--- src/rtl/mdu_pkg.sv ---
// Shared encodings for the multi-cycle multiply/divide unit.
package mdu_pkg;

    localparam int unsigned MDU_WIDTH = 32;

    typedef enum logic [1:0] {
        OP_MULTU = 2'b00,
        OP_MULT  = 2'b01,
        OP_DIVU  = 2'b10,
        OP_DIV   = 2'b11
    } op_e;

    typedef enum logic [1:0] {
        S_IDLE = 2'd0,
        S_RUN  = 2'd1,
        S_FIX  = 2'd2
    } state_e;

endpackage

--- src/rtl/mult_div_unit_addsub.sv ---
// Ripple-carry adder/subtractor built from full-adder cells; sub=1 computes x - y
// with carry_out=1 meaning no borrow.
module full_adder (
    input  logic fa_a,
    input  logic fa_b,
    input  logic fa_cin,
    output logic fa_s,
    output logic fa_cout
);
    assign fa_s    = fa_a ^ fa_b ^ fa_cin;
    assign fa_cout = (fa_a & fa_b) | (fa_cin & (fa_a ^ fa_b));
endmodule

module addsub_ripple
    import mdu_pkg::*;
#(
    parameter int unsigned WIDTH = MDU_WIDTH
) (
    input  logic             sub,
    input  logic [WIDTH-1:0] x,
    input  logic [WIDTH-1:0] y,
    output logic [WIDTH-1:0] sum,
    output logic             carry_out
);
    logic [WIDTH:0]   w_c;
    logic [WIDTH-1:0] w_y;

    assign w_c[0]    = sub;
    assign w_y       = y ^ {WIDTH{sub}};
    assign carry_out = w_c[WIDTH];

    for (genvar i = 0; i < WIDTH; i++) begin : g_fa
        full_adder u_fa (
            .fa_a   (x[i]),
            .fa_b   (w_y[i]),
            .fa_cin (w_c[i]),
            .fa_s   (sum[i]),
            .fa_cout(w_c[i+1])
        );
    end
endmodule

--- src/rtl/mult_div_unit.sv ---
// Multi-cycle MULT/MULTU/DIV/DIVU unit: unsigned shift-add / restoring-divide core
// on absolute values, with a final sign-fix cycle producing HI/LO.
module mult_div_unit
    import mdu_pkg::*;
#(
    parameter int unsigned WIDTH = MDU_WIDTH
) (
    input  logic             clk,
    input  logic             rst_n,
    input  logic             start,
    input  logic [1:0]       op,
    input  logic [WIDTH-1:0] a,
    input  logic [WIDTH-1:0] b,
    output logic             busy,
    output logic             done,
    output logic             div_by_zero,
    output logic [WIDTH-1:0] hi,
    output logic [WIDTH-1:0] lo
);
    localparam int unsigned CW = $clog2(WIDTH + 1);

    state_e             r_state, w_state_nxt;
    op_e                r_op;
    logic [2*WIDTH-1:0] r_acc, w_acc_nxt;
    logic [WIDTH-1:0]   r_opnd;
    logic [CW-1:0]      r_cnt;
    logic               r_sign_lo, r_sign_hi, r_dbz;
    logic               r_done, r_div_by_zero;
    logic [WIDTH-1:0]   r_hi, r_lo;

    logic               w_is_mul, w_sub, w_as_cout, w_fits;
    logic               w_mul_in, w_signed_in;
    logic [WIDTH-1:0]   w_abs_a, w_abs_b, w_as_x, w_as_sum;
    logic [2*WIDTH-1:0] w_prod_fix;
    logic [WIDTH-1:0]   w_rem, w_quo;

    assign w_mul_in    = ~op[1];
    assign w_signed_in = op[0];
    assign w_abs_a     = (w_signed_in && a[WIDTH-1]) ? -a : a;
    assign w_abs_b     = (w_signed_in && b[WIDTH-1]) ? -b : b;

    assign w_is_mul = (r_op == OP_MULTU) || (r_op == OP_MULT);
    assign w_sub    = ~w_is_mul;
    // Divide trial-subtracts the low W bits of the shifted remainder; its top bit joins via w_fits.
    assign w_as_x   = w_is_mul ? r_acc[2*WIDTH-1:WIDTH] : r_acc[2*WIDTH-2:WIDTH-1];
    assign w_fits   = r_acc[2*WIDTH-1] | w_as_cout;

    addsub_ripple #(.WIDTH(WIDTH)) u_addsub (
        .sub      (w_sub),
        .x        (w_as_x),
        .y        (r_opnd),
        .sum      (w_as_sum),
        .carry_out(w_as_cout)
    );

    // The adder carry lands in the top bit after the right shift, so the
    // (2W+1)-bit multiply accumulator never needs its extra bit stored.
    always_comb begin
        w_acc_nxt = r_acc;
        if (w_is_mul) begin
            if (r_acc[0]) w_acc_nxt = {w_as_cout, w_as_sum, r_acc[WIDTH-1:1]};
            else          w_acc_nxt = {1'b0, r_acc[2*WIDTH-1:1]};
        end else begin
            if (w_fits)   w_acc_nxt = {w_as_sum, r_acc[WIDTH-2:0], 1'b1};
            else          w_acc_nxt = {r_acc[2*WIDTH-2:0], 1'b0};
        end
    end

    assign w_prod_fix = r_sign_lo ? -r_acc : r_acc;
    assign w_rem      = r_sign_hi ? -r_acc[2*WIDTH-1:WIDTH] : r_acc[2*WIDTH-1:WIDTH];
    assign w_quo      = r_sign_lo ? -r_acc[WIDTH-1:0] : r_acc[WIDTH-1:0];

    always_comb begin
        w_state_nxt = r_state;
        case (r_state)
            S_IDLE:  if (start) w_state_nxt = S_RUN;
            S_RUN:   if (r_cnt == CW'(WIDTH - 1)) w_state_nxt = S_FIX;
            S_FIX:   w_state_nxt = S_IDLE;
            default: w_state_nxt = S_IDLE;
        endcase
    end

    always_ff @(posedge clk or negedge rst_n) begin
        if (!rst_n) r_state <= S_IDLE;
        else        r_state <= w_state_nxt;
    end

    always_ff @(posedge clk or negedge rst_n) begin
        if (!rst_n) begin
            r_op          <= OP_MULTU;
            r_acc         <= '0;
            r_opnd        <= '0;
            r_cnt         <= '0;
            r_sign_lo     <= 1'b0;
            r_sign_hi     <= 1'b0;
            r_dbz         <= 1'b0;
            r_done        <= 1'b0;
            r_div_by_zero <= 1'b0;
            r_hi          <= '0;
            r_lo          <= '0;
        end else begin
            r_done <= 1'b0;
            case (r_state)
                S_IDLE: if (start) begin
                    r_op          <= op_e'(op);
                    r_opnd        <= w_mul_in ? w_abs_a : w_abs_b;
                    r_acc         <= {{WIDTH{1'b0}}, (w_mul_in ? w_abs_b : w_abs_a)};
                    r_sign_lo     <= w_signed_in & (a[WIDTH-1] ^ b[WIDTH-1]);
                    r_sign_hi     <= w_signed_in & a[WIDTH-1];
                    r_dbz         <= ~w_mul_in & (b == '0);
                    r_div_by_zero <= 1'b0;
                    r_cnt         <= '0;
                end
                S_RUN: begin
                    r_acc <= w_acc_nxt;
                    r_cnt <= r_cnt + CW'(1);
                end
                S_FIX: begin
                    r_done <= 1'b1;
                    if (w_is_mul) begin
                        r_hi <= w_prod_fix[2*WIDTH-1:WIDTH];
                        r_lo <= w_prod_fix[WIDTH-1:0];
                    end else begin
                        // With b=0 the remainder is |a|; its dividend-sign fix restores the raw a.
                        r_hi          <= w_rem;
                        r_lo          <= r_dbz ? '1 : w_quo;
                        r_div_by_zero <= r_dbz;
                    end
                end
                default: ;
            endcase
        end
    end

    assign busy        = (r_state != S_IDLE);
    assign done        = r_done;
    assign div_by_zero = r_div_by_zero;
    assign hi          = r_hi;
    assign lo          = r_lo;

endmodule

--- config.mk ---
export PLATFORM = sky130hd
export DESIGN_NAME = mult_div_unit
export DESIGN_NICKNAME = d
export VERILOG_FILES = /design/src/rtl/mdu_pkg.sv /design/src/rtl/mult_div_unit_addsub.sv /design/src/rtl/mult_div_unit.sv
export SDC_FILE = /design/constraint.sdc
export NUM_CORES = 1
export LEC_CHECK = 0
export CAP_MARGIN = 20
export CORE_MARGIN = 4
export CORE_UTILIZATION = 30
export CTS_CLUSTER_SIZE = 25
export DETAILED_ROUTE_END_ITERATION = 8
export HOLD_SLACK_MARGIN = 0.05
export PLACE_DENSITY_LB_ADDON = 0.15
export SLEW_MARGIN = 40
export SYNTH_ARGS = -nofsm -noshare
export SYNTH_HDL_FRONTEND = slang
export SYNTH_SLANG_ARGS = --single-unit
--- constraint.sdc ---
create_clock -name clk -period 34.5 [get_ports clk]
set_input_delay 10.35 -clock clk [delete_from_list [all_inputs] [get_ports clk]]
set_output_delay 10.35 -clock clk [all_outputs]
set_load 0.05 [all_outputs]
==> metrics.csv, run 1 <==
metric,value,unit
combinational share of power,0.541,
crit end category,register,
DP Cell Count,2177,
layout cells sized above 1,0.0887,
r2r startpoint,r_op[1]$_DFFE_PN0P_,
fmax,69.1,MHz
"area leader, netlist",dfrtp_1,
clk sink count,174,
num ports,136,
net switching fraction of the power,0.470,
post-synthesis mux area share,0.0904,
final setup vio count,0,
top-area cell type share of the netlist area,0.327,
post-CTS setup repair buffer count,0,
r2r setup slk,20.04,ns
hold depth,2,
Synth Instances,1582,
Cell Int Power,0.707,mW
Die ar.,47900,µm²
Post-Route WL,49200,µm
DR WL/cell,22.3,µm
chip width,219,µm
vias,12200,
Ant. Diodes,0,
Post-Syn Area per Cell,8.43,µm²
Final Max Slew Viols,0,
final worst-path cycle share,0.419,
register area share after synthesis,0.327,
total of max-cap violations,0,
"most common cell after layout, fill and taps aside",dfrtp_1,
largest net degree at the start of global routing,98,
Synth Flop Type,dfrtp_1,
Power Density,85.1,nW/µm²
main combinational cell family by area after synthesis,compound AO/OA/AOI/OAI gates,
CP max-delay cell,dfrtp_4,
core area,43600,µm²
Synth Area in Adders,0.0512,
most frequent CP cell,fa_1,
clock share of power,0.158,
reg2reg end,r_acc[43]$_DFFE_PN0P_,
Arrival @ worst endpoint,14.77,ns
Area contributors post-synth,"dfrtp_1, xor2_1, nand2_1",
Slew headroom,0.440,
Mapped Area,13300,µm²
"flops & latches, synth",174,
post-synthesis compound-gate area fraction,0.202,
Die Ht,219,µm
Worst Skew,0.0106,ns
dpl hpwl,37100,µm
min cycle time layout,14.46,ns
Area Growth Syn to Fin,17.5,%
GRT Util Overall,0.205,
outcome,finished clean,
Least-Margin Pin Slew,0.837,ns
CP startpoint kind,register,
I/O Buffers,135,
Worst Path Required,34.81,ns
"EDFF count, synth",0,
"Max FO, Critical Path",48,
DRC Markers,0,
TritonCTS buffer count,17,
number of antenna violations at the first check in global routing,0,
Hold Path Class,register to register,
worst skew pair latency,0.46,ns
critical path class,register to register,
vias in the first global route,11900,
FF-to-FF path depth,38,
leakage power,5.89,nW
sequential power share,0.302,
Worst-path clk slew,0.07,ns
Pre-antenna DRT Iters,5,
Hold Path Origin,hi[20]$_DFFE_PN0P_,
simple-gate share of the synthesized area,0.186,
post-synthesis cell type count,77,
Sum Neg Setup Slack,0,ns
Fin. Hold Viols,0,
Net Sw Power,0.627,mW
Post-DRT Antenna Nets,0,
Mapped Nets,1687,
Async SR Flop Fraction,1.00,
first-pass GRT wire length,75700,µm
Resize count post-CTS,0,
initial DRC count,926,
Bufs on Longest Clock Path,2,
# nets final,1716,
hold endpoint,hi[20]$_DFFE_PN0P_,
hold-fix buffers at CTS,0,
clock tree root buffer cell,clkbuf_16,
most frequent cells in the layout,"dfrtp_1, nand2_1, nor2_1, clkdlybuf4s50_1, a21oi_1",
row count,76,
XOR/XNOR share of the synthesized area,0.0946,
Max H-tree Level,4,
Peak supply drop,0.0495,mV
Routability Congestion,0.888,
RSZ-0062 raised after global routing,no,
synthesis warning total,0,
Via density,5.54,
GR Overflow Total,0,
initial core utilization,0.306,
non-filler instance count after layout,2209,
CTS tree,done,
CP max stage delay,0.76,ns
[registers in the layout, summed over array words and instances (netlist names)]
register / flops
done: 1
r_acc: 64
r_op: 1
r_sign_lo: 1
r_cnt: 6
div_by_zero: 1
r_opnd: 32
r_state: 2
r_sign_hi: 1
hi: 32
r_dbz: 1
lo: 32
[worst max-delay path, delay by kind of cell (launching register included)]
family                     cells  cell delay (ns)
and+or+nand+nor                1             0.60
adders and majority gates     31            11.92
muxes                          1             0.38
DFF                            1             0.76
buffers and inverters          2             0.13
AOI/OAI and AO/OA              3             0.46
[worst max path at each step]
stage,endpoint,slack [ns],start
detailed placement,r_acc[42]$_DFFE_PN0P_,20.09,r_op[1]$_DFFE_PN0P_
floorplan,r_acc[33]$_DFFE_PN0P_,19.96,r_op[1]$_DFFE_PN0P_
global route,r_acc[47]$_DFFE_PN0P_,19.49,r_op[1]$_DFFE_PN0P_
CTS,r_acc[43]$_DFFE_PN0P_,20.06,r_op[1]$_DFFE_PN0P_
global placement,r_acc[40]$_DFFE_PN0P_,20.21,r_op[1]$_DFFE_PN0P_
finish,r_acc[43]$_DFFE_PN0P_,20.04,r_op[1]$_DFFE_PN0P_
[power groups by stage]
stage / registers (mW) / logic (mW) / clock network [mW]
floorplan: 0.301 / 0.588 / 0
global placement: 0.402 / 0.715 / 0
detailed placement: 0.403 / 0.720 / 0
CTS: 0.399 / 0.723 / 0.215
global route: 0.411 / 0.805 / 0.224
finish: 0.402 / 0.721 / 0.210
[per-stage QoR]
stage / setup slack (ns) / util / hold WS (ns) / power [mW] / instance area (µm²)
floorplan: 19.96 / - / 0.456 / 0.889 / 13300
global placement: 20.21 / 0.345 / 0.469 / 1.12 / 15000
detailed placement: 20.09 / 0.345 / 0.470 / 1.12 / 15000
CTS: 20.06 / 0.360 / 0.484 / 1.34 / 15700
global route: 19.49 / 0.360 / 0.519 / 1.44 / 15700
finish: 20.04 / 0.360 / 0.476 / 1.33 / 15700
[layer usage]
layer	wire [µm]	GRT usage	up-vias
met5	0	0	-
met4	992	0.0569	0
met3	2550	0.0271	42
met2	22200	0.319	386
met1	23500	0.300	6045
li1	-	-	5754
[final cells by class]
type	instances	area (µm²)
fill	4557	27900
timing repair buffer	153	1500
clock buffer	20	467
inverter	27	101
multi-input combinational	1238	8360
tap	585	732
clock inverter	12	155
sequential	174	4360
[cells in the mapped netlist, types with 31 or more instances]
| master | n |
|---|---|
| a21oi_1 | 114 |
| clkbuf_1 | 113 |
| dfrtp_1 | 174 |
| fa_1 | 31 |
| mux2_2 | 52 |
| mux2i_1 | 62 |
| nand2_1 | 167 |
| nand3_1 | 60 |
| nor2_1 | 135 |
| nor3_1 | 39 |
| o21ai_0 | 108 |
| xnor2_1 | 56 |
| xor2_1 | 88 |
[logic make-up (layout without fill, tap and decap cells)]
group,count (synthesis),count (layout)
AO/OA/AOI/OAI,425,425
adder cells (fa/ha/maj),36,36
AND/OR/NAND/NOR,519,519
buffers and inverters,170,212
XOR/XNOR,144,144
flip-flops,174,174
multiplexers,114,114
(Power assumes the default switching activity.)
==> run 2: changes to the inputs <==
- clock period: 34.5 -> 13 ns (I/O delays scaled with it)
==> metrics.csv, run 2 (synthesis gave the netlist of run 1 again) <==
metric,value,unit,change
"Max FO, Critical Path",6,,-88%
GR Overflow Total,0,,unchanged
TritonCTS buffer count,17,,unchanged
Hold Path Origin,hi[15]$_DFFE_PN0P_,,
clk sink count,174,,unchanged
Via density,5.47,,-1.1%
r2r setup slk,0.36,ns,-19.67 ns
final setup vio count,0,,unchanged
Final Max Slew Viols,0,,unchanged
total chip power,3.55,mW,+170%
CTS tree,done,,
critical path class,register to register,,
I/O Buffers,135,,unchanged
Post-Route WL,48800,µm,-0.82%
layout cells sized above 1,0.114,,+0.0254
Die ar.,47900,µm²,unchanged
initial DRC count,953,,+2.9%
core area,43600,µm²,unchanged
# nets final,1731,,+0.87%
Power Density,224,nW/µm²,+160%
Least-Margin Pin Slew,0.870,ns,+0.0334 ns
min cycle time layout,12.64,ns,-1.83 ns
Bufs on Longest Clock Path,2,,unchanged
worst skew pair latency,0.46,ns,about the same
r2r startpoint,r_op[1]$_DFFE_PN0P_,,
"most common cell after layout, fill and taps aside",dfrtp_1,,
number of filler cells placed in the layout,4618,,+1.3%
Biggest register,r_acc,,
Area Growth Syn to Fin,18.8,%,
Peak supply drop,0.125,mV,+150%
CP max stage delay,0.46,ns,-0.30 ns
chip width,219,µm,unchanged
outcome,finished clean,,
initial core utilization,0.306,,unchanged
final worst-path cycle share,0.972,,+0.553
Routability Congestion,0.902,,+1.6%
crit end category,register,,
total of max-cap violations,0,,unchanged
row count,76,,unchanged
DR WL/cell,22.0,µm,-1.5%
number of antenna violations at the first check in global routing,0,,unchanged
vias in the first global route,11600,,-2.6%
Slew headroom,0.414,,-0.0263
max FFs per register,64,,unchanged
Worst Path Required,13.31,ns,-21.50 ns
Post-DRT Antenna Nets,0,,unchanged
clock tree root buffer cell,clkbuf_16,,
Worst Skew,0.0117,ns,+0.00113 ns
Die Ht,219,µm,unchanged
Fin. Hold Viols,0,,unchanged
CP startpoint kind,register,,
DRC Markers,0,,unchanged
most frequent cells in the layout,"dfrtp_1, nand2_1, clkdlybuf4s50_1",,
CP max-delay cell,dfrtp_4,,
first-pass GRT wire length,73600,µm,-2.7%
Worst-path clk slew,0.07,ns,about the same
Hold Path Class,register to register,,
most frequent CP cell,fa_2,,
Ant. Diodes,0,,unchanged
leakage power,5.92,nW,+0.47%
fmax,79.1,MHz,+14%
largest net degree at the start of global routing,94,,-4.1%
RSZ-0062 raised after global routing,no,,
GRT Util Overall,0.201,,-0.00387
num ports,136,,unchanged
Pre-antenna DRT Iters,7,,+2
Sum Neg Setup Slack,0,ns,unchanged
dpl hpwl,36900,µm,-0.41%
Max H-tree Level,4,,unchanged
Arrival @ worst endpoint,12.95,ns,-1.82 ns
Worst Setup SP,r_op[1]$_DFFE_PN0P_,,
vias,12200,,-0.43%
==> run 2: stage by stage <==
stage          cells  cell area, µm²   util  hold WS [ns]  setup WS (ns)
3_3_place_gp    2187           15200  0.348         0.464          0.111
2_1_floorplan   1582           13500      -         0.456         0.0281
5_1_grt         2224           15800  0.364         0.514       0.000792
6_report        2224           15800  0.364         0.482          0.363
3_5_place_dp    2187           15200  0.349         0.474         0.0669
4_1_cts         2219           15800  0.362         0.489        0.00407
==> run 2: timing repair <==
item	in CTS	in global routing
endpoints found under the setup margin	0	33
setup buffers	0	4
gates resized for setup	0	11
hold buffers	0	0
==> run 2: power by group <==
group | switching [mW] | total [mW] | internal (mW)
Combinational | 1.06 | 1.98 | 0.921
Sequential | 0.339 | 1.03 | 0.693
Clock | 0.244 | 0.536 | 0.291
Total | 1.65 | 3.55 | 1.90
==> run 2: cell type report <==
type                       count  area, µm²  area share
multi-input combinational   1239       8440       0.533
sequential                   174       4360       0.275
timing repair buffer         167       1620       0.102
tap                          585        732      0.0462
clock buffer                  18        439      0.0277
clock inverter                14        158     0.00995
inverter                      27        101     0.00640
==> run 2: routing by layer <==
| layer | vias to the layer above | share of wire | global-route usage |
|---|---|---|---|
| li1 | 5779 | - | - |
| met2 | 327 | 0.45 | 0.307 |
| met5 | - | 0 | 0 |
| met3 | 44 | 0.048 | 0.0258 |
| met1 | 6025 | 0.48 | 0.298 |
| met4 | 0 | 0.021 | 0.0588 |
==> run 2: final timing paths <==
| check | endpoint | cells past startpoint |
|---|---|---|
| max in group asynchronous | r_op[1]$_DFFE_PN0P_ | 2 |
| worst max register to register | r_acc[39]$_DFFE_PN0P_ | 41 |
| worst max-delay path | r_acc[39]$_DFFE_PN0P_ | 41 |
| worst min register to register | hi[15]$_DFFE_PN0P_ | 2 |
| worst min-delay path | hi[15]$_DFFE_PN0P_ | 2 |
| min in group asynchronous | hi[2]$_DFFE_PN0P_ | 1 |
==> run 2: critical path, delay by kind of cell, from the launching register on <==
kind	cells	cell delay (ns)
AO/OA/AOI/OAI	3	0.33
AND/OR/NAND/NOR	1	0.13
adder cells (fa/ha/maj)	31	10.64
buffers and inverters	5	0.58
flip-flops	1	0.46
multiplexers	1	0.33
==> run 3: changes to the inputs <==
- TNS_END_PERCENT: not set -> 100
- clock period: 13 -> 15 ns (I/O delays scaled with it)
==> metrics.csv, run 3 (synthesis gave the netlist of run 1 again) <==
metric,value,unit,change
Max H-tree Level,4,,unchanged
Die Ht,219,µm,unchanged
Ant. Diodes,0,,unchanged
"most common cell after layout, fill and taps aside",dfrtp_1,,
total of max-cap violations,0,,unchanged
critical path class,register to register,,
largest net degree at the start of global routing,80,,-15%
I/O Buffers,135,,unchanged
CP max stage delay,0.62,ns,+0.16 ns
most frequent cells in the layout,"dfrtp_1, nand2_1, clkdlybuf4s50_1",,
Routability Congestion,0.894,,-0.85%
Worst Path Required,15.30,ns,+1.99 ns
Hold Path Class,register to register,,
Least-Margin Pin Slew,0.844,ns,-0.0261 ns
Final Max Slew Viols,0,,unchanged
Bufs on Longest Clock Path,2,,unchanged
non-filler instance count after layout,2210,,-0.63%
GRT Util Overall,0.206,,+0.00445
"Max FO, Critical Path",32,,+26
CTS tree,done,,
row count,76,,unchanged
Worst Skew,0.0141,ns,+0.00237 ns
GR Overflow Total,0,,unchanged
TritonCTS buffer count,17,,unchanged
hold-fix buffers at CTS,0,,unchanged
# nets final,1717,,-0.81%
clock tree root buffer cell,clkbuf_16,,
initial core utilization,0.306,,unchanged
DP Cell Count,2178,,-0.41%
number of antenna violations at the first check in global routing,1,,+1
dpl hpwl,37000,µm,+0.20%
Sum Neg Setup Slack,0,ns,unchanged
vias,12200,,+0.31%
Via density,5.53,,+0.95%
worst skew pair latency,0.46,ns,about the same
Peak supply drop,0.121,mV,-3.0%
Post-Route WL,49300,µm,+1.0%
Power Density,192,nW/µm²,-14%
fmax,69.9,MHz,-12%
Arrival @ worst endpoint,14.61,ns,+1.66 ns
Fin. Hold Viols,0,,unchanged
vias in the first global route,12000,,+3.6%
CP max-delay cell,dfrtp_4,,
crit end category,register,,
initial DRC count,983,,+3.1%
Die ar.,47900,µm²,unchanged
post-route core utilization,0.359,,-0.00457
core area,43600,µm²,unchanged
clk sink count,174,,unchanged
CP startpoint kind,register,,
DRC Markers,0,,unchanged
Area Growth Syn to Fin,17.3,%,
first-pass GRT wire length,75300,µm,+2.4%
RSZ-0062 raised after global routing,no,,
DR WL/cell,22.3,µm,+1.7%
final setup vio count,0,,unchanged
post-CTS setup repair buffer count,0,,unchanged
Slew headroom,0.437,,+0.0235
num ports,136,,unchanged
layout cells sized above 1,0.0886,,-0.0255
outcome,finished clean,,
Biggest register,r_acc,,
Post-DRT Antenna Nets,0,,unchanged
Resize count post-CTS,0,,unchanged
min cycle time layout,14.30,ns,+1.67 ns
final worst-path cycle share,0.954,,-0.0185
chip width,219,µm,unchanged
most frequent CP cell,fa_1,,
Worst-path clk slew,0.07,ns,about the same
Pre-antenna DRT Iters,5,,-2
max FFs per register,64,,unchanged
leakage power,5.88,nW,-0.66%
[run 3: changes by cell type in the layout (fill, tap and decap cells not counted), sizes merged]
cell / previous run / this run
buf: 33 / 20
clkbuf: 18 / 21
clkinv: 6 / 4
clkinvlp: 3 / 2
or2: 7 / 6
[run 3: per-stage QoR]
step	worst slack (ns)	area (µm²)	power, mW	hold slack [ns]
after floorplan	0.460	13300	2.05	0.456
after global placement	0.945	15000	2.53	0.470
after detailed placement	0.751	15000	2.54	0.473
after CTS	0.733	15600	3.03	0.488
after global routing	0.161	15600	3.27	0.511
final	0.696	15600	3.01	0.480
[run 3: report_power, final]
group	switching, mW	total (mW)	internal, mW
sequential	0.315	0.915	0.600
combinational	0.887	1.62	0.736
clock	0.211	0.472	0.261
total	1.41	3.01	1.60
[run 3: worst max-delay path: cells and delay by family, from the launching register on]
kind	cells	cell delay, ns
buffers and inverters	2	0.13
and+or+nand+nor	2	0.69
AOI/OAI and AO/OA	3	0.36
muxes	1	0.38
adders and majority gates	31	11.93
DFF	1	0.62
[run 3: final timing paths]
check,start,end,slack (ns),cells past startpoint
setup / recovery,r_op[1]$_DFFE_PN0P_,r_acc[47]$_DFFE_PN0P_,0.70,39
hold reg to reg,hi[20]$_DFFE_PN0P_,hi[20]$_DFFE_PN0P_,0.48,2
hold / removal,hi[20]$_DFFE_PN0P_,hi[20]$_DFFE_PN0P_,0.48,2
max in group asynchronous,rst_n,r_op[1]$_DFFE_PN0P_,9.22,3
setup reg to reg,r_op[1]$_DFFE_PN0P_,r_acc[47]$_DFFE_PN0P_,0.70,39
min in group asynchronous,rst_n,hi[20]$_DFFE_PN0P_,4.03,1
[run 3: routing by layer]
metal / GRT usage / share of wire
met1: 0.293 / 0.47
met2: 0.309 / 0.43
met3: 0.0368 / 0.057
met4: 0.0832 / 0.037
met5: 0 / 0.00024
[run 3: cell type report]
| class | count | area [µm²] |
|---|---|---|
| Inverter | 27 | 101 |
| Multi-Input combinational cell | 1238 | 8360 |
| Timing Repair Buffer | 154 | 1500 |
| Tap cell | 585 | 732 |
| Clock inverter | 11 | 129 |
| Clock buffer | 21 | 470 |
| Fill cell | 4568 | 27900 |
| Sequential cell | 174 | 4360 |
